`config.mk`:
```
export PLATFORM = sky130hd
export DESIGN_NAME = sevseg_scan_driver
export DESIGN_NICKNAME = d
export VERILOG_FILES = /design/src/rtl/sevseg_pkg.sv /design/src/rtl/sevseg_decode.sv /design/src/rtl/sevseg_scan_driver.sv
export SDC_FILE = /design/constraint.sdc
export NUM_CORES = 1
export LEC_CHECK = 0
export ABC_AREA = 1
export BUFFER_PORTS_ARGS = -buffer_cell sky130_fd_sc_hd__buf_2
export CAP_MARGIN = 20
export CORE_MARGIN = 2
export CORE_UTILIZATION = 52
export CTS_CLUSTER_SIZE = 24
export DETAILED_ROUTE_END_ITERATION = 16
export PLACE_DENSITY = 0.85
export SLEW_MARGIN = 20
export SYNTH_ARGS = -nofsm -noshare
export SYNTH_HDL_FRONTEND = slang
export SYNTH_SLANG_ARGS = --single-unit
export TNS_END_PERCENT = 1
```
`constraint.sdc`:
```
create_clock -name clk_7seg -period 2.8 [get_ports clk_7seg]
set_input_delay 0.56 -clock clk_7seg [delete_from_list [all_inputs] [get_ports clk_7seg]]
set_output_delay 0.56 -clock clk_7seg [all_outputs]
set_load 0.1 [all_outputs]
```
`src/rtl/sevseg_pkg.sv`:
```
// Shared constants and types for the multiplexed seven-segment display path.
// Segment patterns are {a,b,c,d,e,f,g}, active-low.
package sevseg_pkg;

    localparam logic [6:0] SEG_BLANK = 7'h7F;
    localparam logic [7:0] AN_OFF    = 8'hFF;

    // Index 15 is leftmost: F, E, d, C, b, A, 9 .. 0
    localparam logic [15:0][6:0] SEG_LUT = {
        7'h38, 7'h30, 7'h42, 7'h31,
        7'h60, 7'h08, 7'h04, 7'h00,
        7'h0F, 7'h20, 7'h24, 7'h4C,
        7'h06, 7'h12, 7'h4F, 7'h01
    };

    typedef enum logic {
        BLANK,
        SCAN
    } sevseg_state_t;

endpackage

```
`src/rtl/sevseg_decode.sv`:
```
// Nibble to active-low seven-segment pattern.
// Purely combinational; shared with the debug display path.
module sevseg_decode
    import sevseg_pkg::*;
(
    input  logic [3:0] nib,
    output logic [6:0] seg
);

    assign seg = SEG_LUT[nib];

endmodule

```
`src/rtl/sevseg_scan_driver.sv`:
```
// Double-buffered 8-digit seven-segment scanner with dwell, blanking,
// blink and decimal points. Runs entirely in the clk_7seg domain.
module sevseg_scan_driver
    import sevseg_pkg::*;
#(
    parameter int DIGITS       = 8,
    parameter int DWELL        = 1,
    parameter int BLINK_FRAMES = 64
) (
    input  logic              clk_7seg,
    input  logic              Rst,
    input  logic [31:0]       value_in,
    input  logic              value_valid,
    input  logic              blank_lz,
    input  logic [DIGITS-1:0] blink_mask,
    input  logic [DIGITS-1:0] dp_mask,
    output logic [DIGITS-1:0] an,
    output logic [6:0]        sev_out,
    output logic              dp_n,
    output logic              frame_done
);

    localparam int IW = $clog2(DIGITS);
    localparam int DW = (DWELL > 1) ? $clog2(DWELL) : 1;
    localparam int FW = (BLINK_FRAMES > 1) ? $clog2(BLINK_FRAMES) : 1;
    localparam logic [IW-1:0] IDX_LAST   = IW'(DIGITS - 1);
    localparam logic [DW-1:0] DWELL_LAST = DW'(DWELL - 1);
    localparam logic [FW-1:0] FRAME_LAST = FW'(BLINK_FRAMES - 1);

    sevseg_state_t     state_q, state_d;
    logic [IW-1:0]     idx_q, idx_d;
    logic [DW-1:0]     dwell_cnt_q, dwell_cnt_d;
    logic [FW-1:0]     frame_cnt_q, frame_cnt_d;
    logic              blink_phase_q, blink_phase_d;
    logic [31:0]       pending_q, pending_d;
    logic [31:0]       shadow_q, shadow_d;
    logic [DIGITS-1:0] an_q, an_d;
    logic [6:0]        sev_q, sev_d;
    logic              dp_n_q, dp_n_d;
    logic              frame_done_q, frame_done_d;

    logic              fb;
    logic [3:0]        nib;
    logic [6:0]        seg;
    logic              lz_blank;
    logic              blink_blank;
    logic              blanked;

    sevseg_decode u_decode (
        .nib (nib),
        .seg (seg)
    );

    always_comb begin
        state_d       = state_q;
        idx_d         = idx_q;
        dwell_cnt_d   = dwell_cnt_q;
        frame_cnt_d   = frame_cnt_q;
        blink_phase_d = blink_phase_q;
        pending_d     = pending_q;
        shadow_d      = shadow_q;

        fb = (state_q == SCAN) && (idx_q == IDX_LAST)
             && (dwell_cnt_q == DWELL_LAST);

        if (value_valid) pending_d = value_in;

        unique case (state_q)
            BLANK: begin
                state_d     = SCAN;
                idx_d       = '0;
                dwell_cnt_d = '0;
            end
            SCAN: begin
                if (dwell_cnt_q == DWELL_LAST) begin
                    dwell_cnt_d = '0;
                    idx_d = (idx_q == IDX_LAST) ? '0 : idx_q + 1'b1;
                end else begin
                    dwell_cnt_d = dwell_cnt_q + 1'b1;
                end
                if (fb) begin
                    // A strobe on the boundary itself lands in this frame swap
                    shadow_d = value_valid ? value_in : pending_q;
                    if (frame_cnt_q == FRAME_LAST) begin
                        frame_cnt_d   = '0;
                        blink_phase_d = ~blink_phase_q;
                    end else begin
                        frame_cnt_d = frame_cnt_q + 1'b1;
                    end
                end
            end
        endcase

        // Outputs are built from next-state so they line up with idx_q
        nib         = shadow_d[{idx_d, 2'b00} +: 4];
        lz_blank    = blank_lz && (idx_d != '0)
                      && ((shadow_d >> {idx_d, 2'b00}) == 32'd0);
        blink_blank = blink_phase_d && blink_mask[idx_d];
        blanked     = (state_d != SCAN) || lz_blank || blink_blank;

        an_d         = blanked ? AN_OFF : ~(DIGITS'(1) << idx_d);
        sev_d        = blanked ? SEG_BLANK : seg;
        dp_n_d       = blanked || !dp_mask[idx_d];
        frame_done_d = (state_d == SCAN) && (idx_d == IDX_LAST)
                       && (dwell_cnt_d == DWELL_LAST);
    end

    always_ff @(posedge clk_7seg) begin
        if (Rst) begin
            state_q       <= BLANK;
            idx_q         <= '0;
            dwell_cnt_q   <= '0;
            frame_cnt_q   <= '0;
            blink_phase_q <= 1'b0;
            pending_q     <= '0;
            shadow_q      <= '0;
            an_q          <= AN_OFF;
            sev_q         <= SEG_BLANK;
            dp_n_q        <= 1'b1;
            frame_done_q  <= 1'b0;
        end else begin
            state_q       <= state_d;
            idx_q         <= idx_d;
            dwell_cnt_q   <= dwell_cnt_d;
            frame_cnt_q   <= frame_cnt_d;
            blink_phase_q <= blink_phase_d;
            pending_q     <= pending_d;
            shadow_q      <= shadow_d;
            an_q          <= an_d;
            sev_q         <= sev_d;
            dp_n_q        <= dp_n_d;
            frame_done_q  <= frame_done_d;
        end
    end

    assign an         = an_q;
    assign sev_out    = sev_q;
    assign dp_n       = dp_n_q;
    assign frame_done = frame_done_q;

endmodule

```
==> results of run 1 <==
[worst paths after layout]
path / start / slack [ps] / depth (start not counted) / to
hold reg to reg: pending_q[6]$_SDFF_PP0_ / 470 / 2 / pending_q[6]$_SDFF_PP0_
setup / recovery: idx_q[0]$_SDFF_PP0_ / 100 / 15 / an[5]$_SDFF_PP1_
setup reg to reg: idx_q[0]$_SDFF_PP0_ / 100 / 15 / an[5]$_SDFF_PP1_
hold / removal: value_in[15] / 460 / 3 / pending_q[15]$_SDFF_PP0_
[power groups by stage]
| stage | clock (W) | sequential (W) | combinational (W) |
|---|---|---|---|
| after global placement | 0 | 0.00139 | 0.000382 |
| final | 0.000945 | 0.00136 | 0.000408 |
| after floorplan | 0 | 0.00148 | 0.000205 |
| after global routing | 0.00101 | 0.00137 | 0.000447 |
| after CTS | 0.000949 | 0.00136 | 0.000391 |
| after detailed placement | 0 | 0.00139 | 0.000390 |
[registers in the layout (all words and copies together), names as in the netlist]
signal / flops
an: 8
blink_phase_q: 1
dp_n: 1
frame_cnt_q: 6
frame_done: 1
idx_q: 3
pending_q: 32
sev_out: 7
shadow_q: 32
state_q: 1
[metrics by stage]
| step | power [W] | worst slack, ps |
|---|---|---|
| floorplan | 0.00169 | 90.5 |
| global placement | 0.00177 | 140 |
| detailed placement | 0.00178 | 59.6 |
| CTS | 0.00270 | 36.5 |
| global route | 0.00282 | -38.3 |
| finish | 0.00272 | 104 |
[synth_stat cells (all sizes together)]
cell type  count
xnor2          1
buf           30
nor3b          2
o22ai          8
nand4         29
a21oi         33
o211ai         4
o21ai         31
and2           2
nand3         57
dfxtp         92
nor3           6
a211oi         1
clkbuf         5
xor2           2
nor2          70
ha             8
nand2        216
a21boi         1
or2            3
nand3b         2
inv           50
[cell families after synthesis]
kind of cell / after synthesis / share of synthesized area [%]
adders and majority gates: 8 / 2.15
and+or+nand+nor: 387 / 38.2
xor gates and xnor gates: 3 / 0.565
buffers and inverters: 85 / 9.81
AOI/OAI and AO/OA: 78 / 9.73
DFF: 92 / 39.6
[per-layer routing]
layer  vias up  part of all wire, %  global-route usage [%]
met3        20                  6.2                    4.82
li1       2259                    -                       -
met4         0                  1.5                    7.48
met5         -                    0                       0
met2       146                   50                    42.8
met1      2074                   42                    30.5
[repair_timing]
action | CTS | global route
buffers inserted | 0 | 3
resized for setup | 0 | 19
setup endpoints to repair | 0 | 16
[critical path, delay by kind of cell (launching register included)]
family	cells	cell delay (ps)
buffers and inverters	1	80
flip-flops	1	350
AO/OA/AOI/OAI	1	160
AND/OR/NAND/NOR	10	1460
adder cells (fa/ha/maj)	3	580
[final cells by class]
class | count | area [µm²]
Timing Repair Buffer | 89 | 523
Inverter | 50 | 200
Fill cell | 795 | 3380
Clock inverter | 6 | 68.8
Multi-Input combinational cell | 477 | 2430
Tap cell | 108 | 135
Clock buffer | 10 | 138
Sequential cell | 92 | 1840
==> metrics.md, run 1 <==
| Metric | Value |
|---|---|
| Wire length of the first global-routing pass | `19.7 mm` |
| Required time of the critical path | `3090 ps` |
| Setup crit end kind | `flip-flop` |
| Rel. slew slack | `67.5%` |
| Flip-flop and latch count after synthesis | `92` |
| Worst Setup Path Type | `reg -> reg` |
| Total of hold buffers inserted after clock tree synthesis | `0` |
| Total half-perimeter wirelength after legalization and detailed placement | `8.64 mm` |
| Combinational power share | `15.0%` |
| Port-buffer cells | `68` |
| Most common cell after layout, fill and taps aside | `sky130_fd_sc_hd__nand2_1` |
| Detailed-router iteration count before antenna repair | `5` |
| Highest-count cells in the layout ignoring fill and taps | `205 x sky130_fd_sc_hd__nand2_1, 90 x sky130_fd_sc_hd__dfxtp_1, 68 x sky130_fd_sc_hd__buf_2` |
| Via-per-instance ratio | `5.41` |
| Post-synthesis cell type with the largest combined area | `sky130_fd_sc_hd__dfxtp_1` |
| Number of antenna violations at the first check in global routing | `0` |
| Data arrival time of the worst path | `2990 ps` |
| Fraction of power consumed by sequential logic | `50.2%` |
| Maximum number of pins on one net before global-route repair | `42` |
| Internal power summed over all cells | `0.00192 W` |
| Violation count after the first detailed-routing iteration | `319` |
| Max Freq | `371 MHz` |
| Yosys top cell area share | `39.6%` |
| Kind of start point of the critical path | `flip-flop` |
| Diode insertion count for antenna repair | `0` |
| Leakage power summed over all cells | `2.53 nW` |
| Count of nets left with antenna violations after detail routing | `0` |
| Pin slew with the least headroom to its limit | `491 ps` |
| Final Hold Slack | `456 ps` |
| Number of endpoints failing setup at the final stage | `0` |
| Clock tree from TritonCTS | `done` |
| Core Rows | `34` |
| DIE HEIGHT | `98.6 µm` |
| GRT Resource Usage Total | `24.5%` |
| Switching power | `0.000799 W` |
| Fraction of power consumed by the clock network | `34.8%` |
| Run status | `finished, final reports clean` |
| Warnings, synthesis | `0` |
| CTS clock-pin slew for the worst setup and hold paths | `100 ps` |
| Synth Net Count | `713` |
| H-tree levels | `3` |
| Mean cell area of the mapped netlist | `7.13 µm²` |
| Hold Violations, Final | `0` |
| Share of layout cells above drive strength 1 | `22.2%` |
| Count of unique library cells instantiated by Yosys | `39` |
| Worst-path cell with the longest stage delay | `sky130_fd_sc_hd__dfxtp_2` |
| Post-synthesis instance total | `653` |
| Worst-case clock skew | `6.50 ps` |
| Num CTS Buffers | `9` |
| Top-level port count | `69` |
| Total number of clock tree sinks | `92` |
| Number of max-cap violations | `0` |
| Post-route design area | `0.00534 mm²` |
| Sum of negative setup slack | `0 ps` |
| Power density normalized to cell area | `509 mW/mm²` |
| Total Routed Length | `11.7 mm` |
| Average routed wire per standard cell | `14.1 µm` |
| Sequential-to-total area share from yosys stat | `39.6%` |
| Path class of the lowest-slack min-delay path | `in -> reg` |
| Number of global-route vias before repair | `4343` |
| Maximum clock path buffer count | `2` |
| Die W | `98.6 µm` |
| DR DRC count | `0` |
| Area growth from synthesis to final layout | `14.7%` |
| Worst-path cell chain | `ha_1, ha_4, nand2_8, inv_12, or2_2, nand3_1, nand4_1, nand2_2, ha_4, nand2_1, a211oi_2, nand2_1, nor2_4, nand2_4, nand4_1` |
| Max stage delay on crit path | `350 ps` |
| Number of slew-limit violations in the final report | `0` |
| Synth top area cells | `sky130_fd_sc_hd__dfxtp_1 40%, sky130_fd_sc_hd__nand2_1 17%, sky130_fd_sc_hd__nor2_1 5.4%` |
| Placeable Area | `0.00872 mm²` |
| Cell area reported after detailed placement | `0.00502 mm²` |
| Routability congestion estimate | `0.976` |
| IR Drop Worst-Case VDD | `0.217 mV` |
| Synth Cell Area | `0.00465 mm²` |
| GRT overflow | `0` |
| Final Instance Count excl. Fillers | `832` |
| Clock insertion delay at the later pin of the skew report | `360 ps` |
| # placed instances | `812` |
| Root buffer cell | `sky130_fd_sc_hd__clkbuf_8` |
| Time the worst path needs with I/O delays and setup | `2700 ps` |
| Net count of the finished layout | `779` |
| Via count | `4499` |
| Die area | `0.00972 mm²` |
| Post-route clock period utilization | `96.3%` |
| Switching share of power | `29.4%` |
| Initial Util | `53.4%` |
| Utilization after layout | `61.2%` |
| Highest fanout seen on the critical path | `30` |
(Power assumes the default switching activity.)
==> run 2: changes to the inputs <==
- PLACE_DENSITY: 0.85 -> 0.79
==> metrics.md, run 2 (synthesized netlist as in run 1, its figures left out) <==
| Metric | Value |
|---|---|
| Run status | `finished, final reports clean` |
| Setup crit end kind | `flip-flop` |
| GRT overflow | `0` |
| Diode insertion count for antenna repair | `0` |
| Placeable Area | `0.00872 mm²` |
| Power density normalized to cell area | `487 mW/mm²` |
| Initial Util | `53.4%` |
| Required time of the critical path | `3100 ps` |
| Highest-count cells in the layout ignoring fill and taps | `199 x sky130_fd_sc_hd__nand2_1, 90 x sky130_fd_sc_hd__dfxtp_1, 68 x sky130_fd_sc_hd__buf_2` |
| Number of max-cap violations | `0` |
| Total half-perimeter wirelength after legalization and detailed placement | `8.52 mm` |
| Num CTS Buffers | `9` |
| Share of layout cells above drive strength 1 | `24.6%` |
| Count of nets left with antenna violations after detail routing | `0` |
| IR Drop Worst-Case VDD | `0.279 mV` |
| Worst-path cell with the longest stage delay | `sky130_fd_sc_hd__dfxtp_4` |
| GRT Resource Usage Total | `24.6%` |
| Core Rows | `34` |
| Die area | `0.00972 mm²` |
| H-tree levels | `3` |
| Pin slew with the least headroom to its limit | `521 ps` |
| DIE HEIGHT | `98.6 µm` |
| Sum of negative setup slack | `0 ps` |
| Worst-case clock skew | `11.2 ps` |
| Post-route clock period utilization | `97.8%` |
| Hold Violations, Final | `0` |
| Leakage power summed over all cells | `2.61 nW` |
| Total Routed Length | `12.3 mm` |
| Kind of start point of the critical path | `flip-flop` |
| Path class of the lowest-slack min-delay path | `in -> reg` |
| Die W | `98.6 µm` |
| Maximum clock path buffer count | `2` |
| Rel. slew slack | `65.3%` |
| Port-buffer cells | `68` |
| DR DRC count | `0` |
| Number of global-route vias before repair | `4397` |
| Detailed-router iteration count before antenna repair | `5` |
| Area growth from synthesis to final layout | `18.4%` |
| Max stage delay on crit path | `380 ps` |
| Total of hold buffers inserted after clock tree synthesis | `0` |
| Time the worst path needs with I/O delays and setup | `2740 ps` |
| Wire length of the first global-routing pass | `19.7 mm` |
| Root buffer cell | `sky130_fd_sc_hd__clkbuf_8` |
| Highest fanout seen on the critical path | `8` |
| Clock insertion delay at the later pin of the skew report | `370 ps` |
| Worst Setup Path Type | `reg -> reg` |
| Maximum number of pins on one net before global-route repair | `53` |
| Violation count after the first detailed-routing iteration | `261` |
| Top-level port count | `69` |
| Worst-path cell chain | `ha_4, ha_4, nand2_8, clkinv_16, or2_4, nand3_2, nand2_1, inv_1, nand3_2, nand2_2, ha_4, nand2_1, a211oi_2, nand2_1, nor2_4, nand2_4, nand4_1` |
| Cell area reported after detailed placement | `0.00501 mm²` |
| Post-route design area | `0.00551 mm²` |
| Average routed wire per standard cell | `14.6 µm` |
| Max Freq | `365 MHz` |
| Clock tree from TritonCTS | `done` |
| Utilization after layout | `63.2%` |
| Via-per-instance ratio | `5.44` |
| Data arrival time of the worst path | `3040 ps` |
| Number of endpoints failing setup at the final stage | `0` |
| Via count | `4597` |
| CTS clock-pin slew for the worst setup and hold paths | `100 ps` |
| Number of antenna violations at the first check in global routing | `0` |
| Total number of clock tree sinks | `92` |
| Number of slew-limit violations in the final report | `0` |
| Net count of the finished layout | `793` |
| Routability congestion estimate | `0.935` |
| Most common cell after layout, fill and taps aside | `sky130_fd_sc_hd__nand2_1` |
-- run 2: cell types whose count changed in the layout (fill, tap and decap cells not counted), moves of 3 or more --
cell                      delta
sky130_fd_sc_hd__nand2_2     +6
sky130_fd_sc_hd__buf_4       +7
sky130_fd_sc_hd__nand2_1     -6
sky130_fd_sc_hd__inv_2       -3
sky130_fd_sc_hd__buf_6       +3
-- run 2: what timing repair did --
action | 4_1_cts | 5_1_grt
pin swaps | 0 | 12
gates resized for setup | 3 | 35
gates cloned | 0 | 4
setup endpoints to repair | 16 | 16
setup buffers | 0 | 15
-- run 2: routing by layer --
layer	track usage (%)	wire length, µm	vias up
li1	-	-	2280
met1	30.1	5280	2135
met2	41.7	5990	147
met3	5.18	699	35
met4	11.3	378	0
met5	0	0	-
-- run 2: critical path, delay by kind of cell (launching register included) --
family          cells  cell delay [ps]
fa+ha+maj           3              490
buf+inv             2              160
compound gates      1              240
flops               1              380
simple gates       11             1380
-- run 2: per-stage QoR --
stage	cells	hold WS [ps]	power [W]	setup slack (ps)
detailed placement	811	462	0.00178	18.2
global route	845	480	0.00278	-58.0
global placement	811	452	0.00177	107
finish	845	450	0.00268	61.0
CTS	826	441	0.00267	30.7
floorplan	653	444	0.00169	90.5
-- run 2: final timing paths --
kind / startpoint / end / slack (ps) / depth (start not counted)
setup reg to reg: idx_q[0]$_SDFF_PP0_ / sev_out[6]$_SDFF_PP1_ / 60 / 17
hold / removal: value_in[15] / pending_q[15]$_SDFF_PP0_ / 450 / 3
setup / recovery: idx_q[0]$_SDFF_PP0_ / sev_out[6]$_SDFF_PP1_ / 60 / 17
hold reg to reg: pending_q[6]$_SDFF_PP0_ / pending_q[6]$_SDFF_PP0_ / 470 / 2
-- run 2: power by group --
part | switching [W] | internal [W]
sequential | 0.0000156 | 0.00135
clock | 0.000489 | 0.000413
combinational | 0.000289 | 0.000127
-- run 2: cell type report --
type,count,area [µm²]
Multi-Input combinational cell,478,2480
Timing Repair Buffer,100,619
Sequential cell,92,1850
Clock inverter,5,62.6
Tap cell,108,135
Fill cell,762,3210
Inverter,50,219
Clock buffer,10,128
Timing Repair inverter,2,22.5
==> run 3: changes to the inputs <==
- CELL_PAD_IN_SITES_DETAIL_PLACEMENT: default -> 1
- CELL_PAD_IN_SITES_GLOBAL_PLACEMENT: default -> 1
- CORE_UTILIZATION: 52 -> 37
- PLACE_DENSITY: 0.79 -> 0.78
==> metrics.md, run 3 (synthesized netlist as in run 1, its figures left out) <==
| Metric | Value |
|---|---|
| Total Routed Length | `14.1 mm` |
| Maximum clock path buffer count | `2` |
| R2r endpoint | `sev_out[0]$_SDFF_PP1_` |
| Termination of the worst setup path | `sev_out[0]$_SDFF_PP1_` |
| Leakage power summed over all cells | `2.61 nW` |
| Hold Violations, Final | `0` |
| Final WS setup | `130 ps` |
| Fraction of power consumed by sequential logic | `46.7%` |
| Initial Util | `38.3%` |
| Diode insertion count for antenna repair | `0` |
| Area growth from synthesis to final layout | `19.3%` |
| Routability congestion estimate | `0.900` |
| Highest fanout seen on the critical path | `18` |
| Data arrival time of the worst path | `2950 ps` |
| Kind of start point of the critical path | `flip-flop` |
| Combinational power share | `14.3%` |
| Switching share of power | `28.5%` |
| Rel. slew slack | `61.4%` |
| Top-level port count | `69` |
| Via-per-instance ratio | `5.06` |
| Average routed wire per standard cell | `15.7 µm` |
| DR DRC count | `0` |
| Total number of clock tree sinks | `92` |
| Maximum number of pins on one net before global-route repair | `50` |
| Worst reg2reg path startpoint | `idx_q[0]$_SDFF_PP0_` |
| Met1 track utilization from global routing | `26.4%` |
| CTS clock-pin slew for the worst setup and hold paths | `70 ps` |
| Met2 usage in global routing | `37.6%` |
| Path class of the lowest-slack min-delay path | `reg -> reg` |
| Required time of the critical path | `3080 ps` |
| Core Rows | `40` |
| Depth of the worst register-to-register path | `15` |
| GRT Resource Usage Total | `21.7%` |
| Wire length of the first global-routing pass | `22.9 mm` |
| Switching power | `0.000832 W` |
| Run status | `finished, final reports clean` |
| Most congested layer reported by global routing | `met2` |
| Total half-perimeter wirelength after legalization and detailed placement | `10.4 mm` |
| Port-buffer cells | `68` |
| Max Freq | `375 MHz` |
| Die W | `116 µm` |
| DIE HEIGHT | `116 µm` |
| Power density normalized to cell area | `526 mW/mm²` |
| Number of slew-limit violations in the final report | `0` |
| Global Route met3 Usage | `4.10%` |
| Detailed-router iteration count before antenna repair | `4` |
| Placeable Area | `0.0122 mm²` |
| Time the worst path needs with I/O delays and setup | `2670 ps` |
| Clock insertion delay at the later pin of the skew report | `350 ps` |
| Violation count after the first detailed-routing iteration | `256` |
| Num CTS Buffers | `9` |
| Count of cells along the worst hold path | `2` |
| Post-route clock period utilization | `95.3%` |
| Number of max-cap violations | `0` |
| Net count of the finished layout | `786` |
| Highest-count cells in the layout ignoring fill and taps | `205 x sky130_fd_sc_hd__nand2_1, 92 x sky130_fd_sc_hd__dfxtp_1, 68 x sky130_fd_sc_hd__buf_2` |
| Worst Setup Path Type | `reg -> reg` |
| # placed instances | `876` |
| Fraction of power consumed by the clock network | `39.0%` |
| Worst slack, placed | `-108 ps` |
| Number of antenna violations at the first check in global routing | `0` |
| Die area | `0.0135 mm²` |
| GRT overflow | `0` |
| Clock tree from TritonCTS | `done` |
| Utilization after layout | `45.7%` |
| Most common cell after layout, fill and taps aside | `sky130_fd_sc_hd__nand2_1` |
| Worst-case clock skew | `7.26 ps` |
| Root buffer cell | `sky130_fd_sc_hd__clkbuf_16` |
| H-tree levels | `3` |
| Number of endpoints failing setup at the final stage | `0` |
| Via count | `4541` |
| Register-to-register path setup slack | `130 ps` |
| Setup crit end kind | `flip-flop` |
| Hold Path Origin | `pending_q[6]$_SDFF_PP0_` |
| Pin slew with the least headroom to its limit | `579 ps` |
| IR Drop Worst-Case VDD | `0.299 mV` |
| Share of layout cells above drive strength 1 | `23.0%` |
| Count of nets left with antenna violations after detail routing | `0` |
| Number of global-route vias before repair | `4795` |
| Total design power | `0.00292 W` |
| Launch point of the worst path | `idx_q[0]$_SDFF_PP0_` |
| Final Instance Count excl. Fillers | `898` |
| Internal power summed over all cells | `0.00209 W` |
[run 3: worst min-delay path by stage]
stage,to,slack [ps]
after floorplan,pending_q[6]$_SDFF_PP0_,440
after global placement,pending_q[7]$_SDFF_PP0_,460
after detailed placement,pending_q[26]$_SDFF_PP0_,470
after CTS,pending_q[6]$_SDFF_PP0_,480
after global routing,pending_q[6]$_SDFF_PP0_,490
final,pending_q[6]$_SDFF_PP0_,470
[run 3: repair_timing]
action                     CTS  global route
setup endpoints to repair   16            16
buffers inserted             0             5
hold buffers                 0             0
gates resized for setup      3            21
cloned                       0             2
pin swaps                    0             4
[run 3: worst max-delay path: stages (launching register included)]
cell and delay [ps]:
sky130_fd_sc_hd__dfxtp_1 320, sky130_fd_sc_hd__ha_2 190, sky130_fd_sc_hd__ha_4 180, sky130_fd_sc_hd__nand2_8 130
sky130_fd_sc_hd__clkinv_16 100, sky130_fd_sc_hd__or2_2 290, sky130_fd_sc_hd__nand3_1 140, sky130_fd_sc_hd__nand4_1 150
sky130_fd_sc_hd__nand2_2 150, sky130_fd_sc_hd__ha_4 160, sky130_fd_sc_hd__nand2_1 60, sky130_fd_sc_hd__a211oi_2 140
sky130_fd_sc_hd__nand2_1 110, sky130_fd_sc_hd__nor2_4 220, sky130_fd_sc_hd__nand2_4 140, sky130_fd_sc_hd__nand4_1 100
[run 3: layout make-up]
type / instances / area, µm²
Timing Repair inverter: 1 / 11.3
Multi-Input combinational cell: 477 / 2450
Tap cell: 168 / 210
Clock buffer: 10 / 239
Fill cell: 1576 / 6610
Timing Repair Buffer: 95 / 559
Inverter: 50 / 216
Clock inverter: 5 / 28.8
Sequential cell: 92 / 1840
[run 3: power groups by stage]
stage               logic [W]  registers (W)  clock network, W
finish               0.000418        0.00136           0.00114
global route         0.000457        0.00137           0.00122
CTS                  0.000408        0.00136           0.00116
detailed placement   0.000405        0.00139                 0
global placement     0.000394        0.00139                 0
floorplan            0.000205        0.00148                 0
[run 3: stage by stage]
stage	TNS (ps)	instance area, µm²	hold WS (ps)
floorplan	0	4650	444
global placement	0	5120	455
detailed placement	-1270	5120	466
CTS	0	5400	476
global route	-496	5550	488
finish	0	5550	471
[run 3: routing by layer]
| layer | routed length [µm] | vias to the layer above |
|---|---|---|
| met1 | 6220 | 2177 |
| met2 | 7000 | 70 |
| met5 | 0 | - |
| met3 | 462 | 28 |
| met4 | 395 | 0 |
| li1 | - | 2266 |
